===== src/rtl/game_sequencer.sv =====
// game_sequencer: dino game state machine, jump physics, obstacle scroll, collision and score.
// Optional SPEEDUP_EN macro raises obstacle speed with score, capped at MAX_SPEED.
module game_sequencer #(
  parameter int SCREEN_W    = 640,
  parameter int GROUND_Y    = 400,
  parameter int DINO_X      = 64,
  parameter int DINO_W      = 40,
  parameter int DINO_H      = 43,
  parameter int OBS_W       = 24,
  parameter int OBS_H       = 48,
  parameter int JUMP_V      = 14,
  parameter int GRAVITY     = 1,
  parameter int SPEED       = 4,
`ifdef SPEEDUP_EN
  parameter int MAX_SPEED   = 12,
`endif
  parameter int HOLD_FRAMES = 30
) (
  input  logic        pixel_clk,
  input  logic        rst_n,
  input  logic        frame_tick,
  input  logic        jump_btn,
  output logic [11:0] dino_y,
  output logic [11:0] obstacle_x,
  output logic        game_over,
  output logic [15:0] score
);
  localparam logic [1:0] S_IDLE = 2'd0;
  localparam logic [1:0] S_RUN  = 2'd1;
  localparam logic [1:0] S_OVER = 2'd2;
  localparam int HW = $clog2(HOLD_FRAMES + 1);
  localparam logic signed [12:0] GND = 13'(GROUND_Y);
  logic [2:0] sync;
  logic jump_req, btn_edge;
  logic [1:0] state, state_n;
  logic [11:0] dino_y_n, obstacle_x_n, speed;
  logic [15:0] score_n;
  logic signed [8:0] vel, vel_n, vel_j;
  logic signed [12:0] new_y;
  logic airborne, airborne_n, game_over_n, hit;
  logic [HW-1:0] hold, hold_n;
  assign btn_edge = sync[1] & ~sync[2];
`ifdef SPEEDUP_EN
  logic [11:0] raw_speed;
  assign raw_speed = 12'(SPEED) + {5'd0, score[15:9]};
  assign speed = raw_speed > 12'(MAX_SPEED) ? 12'(MAX_SPEED) : raw_speed;
`else
  assign speed = 12'(SPEED);
`endif
  assign hit = (obstacle_x < 12'(DINO_X + DINO_W)) &&
               ({1'b0, obstacle_x} + 13'(OBS_W) > 13'(DINO_X)) &&
               ({1'b0, dino_y} + 13'(DINO_H) > 13'(GROUND_Y + DINO_H - OBS_H));
  // a jump launched this tick already moves the dino by JUMP_V
  assign vel_j = (!airborne && jump_req) ? 9'(JUMP_V) : vel;
  assign new_y = $signed({1'b0, dino_y}) - $signed({{4{vel_j[8]}}, vel_j});
  always_comb begin
    state_n      = state;
    dino_y_n     = dino_y;
    obstacle_x_n = obstacle_x;
    score_n      = score;
    vel_n        = vel;
    airborne_n   = airborne;
    game_over_n  = game_over;
    hold_n       = hold;
    if (frame_tick) begin
      if (state == S_IDLE) begin
        state_n = jump_req ? S_RUN : S_IDLE;
      end else if (state == S_RUN) begin
        if (hit) begin
          state_n     = S_OVER;
          game_over_n = 1'b1;
          hold_n      = '0;
        end else begin
          if (airborne || jump_req) begin
            airborne_n = new_y < GND;
            vel_n      = new_y >= GND ? 9'sd0 : vel_j - 9'(GRAVITY);
            dino_y_n   = new_y >= GND ? 12'(GROUND_Y) : new_y < 0 ? 12'd0 : new_y[11:0];
          end
          obstacle_x_n = obstacle_x < speed ? 12'(SCREEN_W) : obstacle_x - speed;
          score_n      = score == 16'hFFFF ? score : score + 16'd1;
        end
      end else begin
        hold_n = hold == HW'(HOLD_FRAMES) ? hold : hold + 1'b1;
        if (jump_req && hold == HW'(HOLD_FRAMES)) begin
          state_n      = S_RUN;
          dino_y_n     = 12'(GROUND_Y);
          obstacle_x_n = 12'(SCREEN_W);
          vel_n        = 9'sd0;
          airborne_n   = 1'b0;
          score_n      = '0;
          game_over_n  = 1'b0;
        end
      end
    end
  end
  always_ff @(posedge pixel_clk or negedge rst_n) begin
    if (!rst_n) begin
      sync       <= '0;
      jump_req   <= 1'b0;
      state      <= S_IDLE;
      dino_y     <= 12'(GROUND_Y);
      obstacle_x <= 12'(SCREEN_W);
      score      <= '0;
      vel        <= '0;
      airborne   <= 1'b0;
      game_over  <= 1'b0;
      hold       <= '0;
    end else begin
      sync       <= {sync[1:0], jump_btn};
      jump_req   <= frame_tick ? 1'b0 : (btn_edge | jump_req);
      state      <= state_n;
      dino_y     <= dino_y_n;
      obstacle_x <= obstacle_x_n;
      score      <= score_n;
      vel        <= vel_n;
      airborne   <= airborne_n;
      game_over  <= game_over_n;
      hold       <= hold_n;
    end
  end
endmodule

===== config.mk =====
export PLATFORM = sky130hd
export DESIGN_NAME = game_sequencer
export DESIGN_NICKNAME = d
export VERILOG_FILES = /design/src/rtl/game_sequencer.sv
export SDC_FILE = /design/constraint.sdc
export NUM_CORES = 1
export LEC_CHECK = 0
export BUFFER_PORTS_ARGS = -buffer_cell sky130_fd_sc_hd__clkbuf_2
export CAP_MARGIN = 20
export CORE_ASPECT_RATIO = 0.7
export CORE_UTILIZATION = 50
export DETAILED_ROUTE_END_ITERATION = 16
export HOLD_SLACK_MARGIN = 0.06
export PLACE_DENSITY = 0.77
export SYNTH_ARGS = -nofsm -noshare
export SYNTH_HDL_FRONTEND = slang
export SYNTH_SLANG_ARGS = --single-unit

===== constraint.sdc =====
create_clock -name pixel_clk -period 5.14 [get_ports pixel_clk]
set_input_delay 0 -clock pixel_clk [delete_from_list [all_inputs] [get_ports pixel_clk]]
set_output_delay 0 -clock pixel_clk [all_outputs]
set_load 0.01 [all_outputs]

==> run metrics <==
Main synth FF type dfrtp_1; DRC Markers 0; clock tree buffer depth 2; Final setup viols 0; max cap viols 0; Mapped Cells 438; Final HPWL DP 6380 um; Critical Path RT 5.40 ns; Slew HR 30.1%; initial DRC count 256; WL met3 518 um; unrepaired setup endpoints after global routing no; Max FO, Critical Path 19; All-Layer GR Usage 23.3%; CTS Sinks 60; overall routed net length 8860 um; CP arrival 4.54 ns; TritonRoute pass-1 iters 4; critical hold path startpoint jump_btn; f_max 0.234 GHz; global placement routability congestion 0.952; measured slew at the worst slew-check pin 1.05 ns; top sig layer met4; largest area contributor in the netlist dfrtp_1; status completed; top cell type's share of synthesized area 36.0%; Core Box Area 0.00735 sq mm; CTS tree built; clock slew at reported path FFs 0.06 ns; DR WL/cell 15.1 um; met2 routed wirelength 3770 um; Avg Cell Area, Syn 8.73 sq um; CTS Buf Count 9; min Tclk post-route 4.27 ns; Post-layout nets 505; number of global-route vias before repair 2,944; number of enable flip-flop cells after synthesis 0; WS Path Type register to register; Area growth, synth to finish 13.4%; Slew Viols, Final 0; post-synthesis register bit count 60; synth top area cells dfrtp_1, ha_1, nor2_1; Die Y 75.2 um; Syn Std Cell Area 0.00382 sq mm; Tcrit/Tclk final 83.1%; Ports 45; pin count of the biggest net entering global routing 61; initial antenna violation count 0; Seq/Total Area, Yosys 39.4%; Finished Cell Area 0.00434 sq mm; Setup crit end kind register; Pwr per Cell Area 616 mW/mm^2; H-tree levels 3; Crit. Startpoint airborne$_DFFE_PN0P_; global route overflow 0; final hold vios 0; leakage 1.99 nW; Starting Density 52.0%; post-CTS resize count 0; Core Rows 26; Worst Setup Start Kind register; area post-placement 0.00408 sq mm; worst-case vdd ir drop 0.274 mV; Ant. Diodes 0; port bufs 42; Filler cells 663; Antenna Nets Post-Route 0; clk_skew 0.0109 ns; die extent in x 107 um; Vias/cell 5.80; CTS root buf clkbuf_8; TNS Setup 0 ns; vias 3,394; Async SR Flop Fraction 100%; share of cells above drive strength 1 14.8%; min-delay worst type input pin to register; clk_lat worst skew 0.35 ns; wl on met1 4490 um; global-route wire length before repair 14,300 um; Yosys warnings 0; worst r2r src airborne$_DFFE_PN0P_; distinct cell type count after synthesis 65; die area 0.00801 sq mm
final cells by class:
type	count	area [sq um]	area share, %
inverters	16	60.1	1.38
clock inverters	4	72.6	1.67
clock buffers	12	145	3.34
flip-flops and latches	60	1510	34.7
well taps	98	123	2.83
multi-input cells	348	2180	50.1
repair buffers	47	255	5.88
cell families (layout without fill, tap and decap cells):
kind of cell | count (synthesis) | count (layout) | synth area share [%]
adders and majority gates | 19 | 19 | 6.41
and+or+nand+nor | 183 | 183 | 23.5
xor gates and xnor gates | 32 | 32 | 7.33
DFF | 60 | 60 | 39.4
muxes | 1 | 1 | 0.294
buffers and inverters | 31 | 79 | 3.79
AOI/OAI and AO/OA | 111 | 111 | 19.2
other | 1 | 2 | 0.0980
state kept, by name (all words and copies together) (netlist names):
register	flops
hold	5
game_over	1
sync	3
score	16
dino_y	12
jump_req	1
airborne	1
obstacle_x	10
state	2
vel	9
layer usage:
layer | GRT usage (%) | vias to the layer above
met1 | 34.5 | 1628
met3 | 4.42 | 9
li1 | - | 1645
met2 | 34.3 | 112
met4 | 7.76 | 0
met5 | 0 | -
synthesized netlist by cell type, types with 4 or more instances:
master and n:
o22ai_1 4, ha_1 18, dfrtp_1 55, a22o_1 6, xor2_1 12, nand2b_1 9, nor3_1 17, xnor2_1 20
clkbuf_1 6, nand4_1 9, or3_1 5, buf_2 5, a21oi_1 27, a21o_1 10, nor2b_1 6, o211ai_1 5
nand2_1 40, nor2_1 56, nand3_1 14, o21ai_0 28, and3_1 6, inv_1 16, dfstp_2 5
repair_timing:
item                      in CTS  in global routing
buffers inserted               0                  0
hold buffers                   3                  0
hold endpoints to repair      57                  0
per-stage QoR:
step                hold WS [ns]  power (W)  cells  util [%]  setup WS, ns
floorplan                 -0.296    0.00183    439         -          1.66
global placement           0.108    0.00213    565      55.5          1.18
detailed placement         0.117    0.00217    565      55.5         0.965
CTS                        0.296    0.00266    584      58.9         0.940
global route               0.309    0.00289    585      59.0         0.560
finish                     0.304    0.00267    585      59.0         0.869
placed cells by master, fill, tap and decap left out, types with 10 or more instances in the layout:
cell type / instances
clkbuf_8: 10
inv_1: 16
nor2_1: 56
clkbuf_2: 42
xnor2_1: 20
nand2_1: 40
dfrtp_1: 55
ha_1: 18
a21oi_1: 27
nand3_1: 14
a21o_1: 10
xor2_1: 12
o21ai_0: 28
nor3_1: 17
worst paths after layout:
path                            slack (ns)                    to  cells past startpoint
max in group asynchronous             4.31   hold[0]$_DFFE_PN0P_                      3
worst min register to register        0.36     sync[1]$_DFF_PN0_                      0
min in group asynchronous             0.34  score[6]$_DFFE_PN0P_                      3
worst max-delay path                  0.87    vel[3]$_DFFE_PN0P_                     14
worst max register to register        0.87    vel[3]$_DFFE_PN0P_                     14
worst min-delay path                  0.30     sync[0]$_DFF_PN0_                      2
critical path, stage by stage (launching register included):
cell and delay [ns]:
dfrtp_1 0.40, nand2b_1 0.46, nand2_1 0.23, inv_1 0.06, ha_1 0.21, fa_1 0.41
nor2_1 0.19, nand2_1 0.10, and4b_1 0.25, o31ai_1 0.32, xnor2_1 0.16, nand4_1 0.14
a211oi_2 0.87, o21a_1 0.25, a2bb2oi_1 0.15
report_power, final:
part,switching (W),internal [W]
Sequential,0.000169,0.000603
Combinational,0.000862,0.000568
Clock,0.000185,0.000286
No activity file was read; power rests on OpenSTA's default activity.
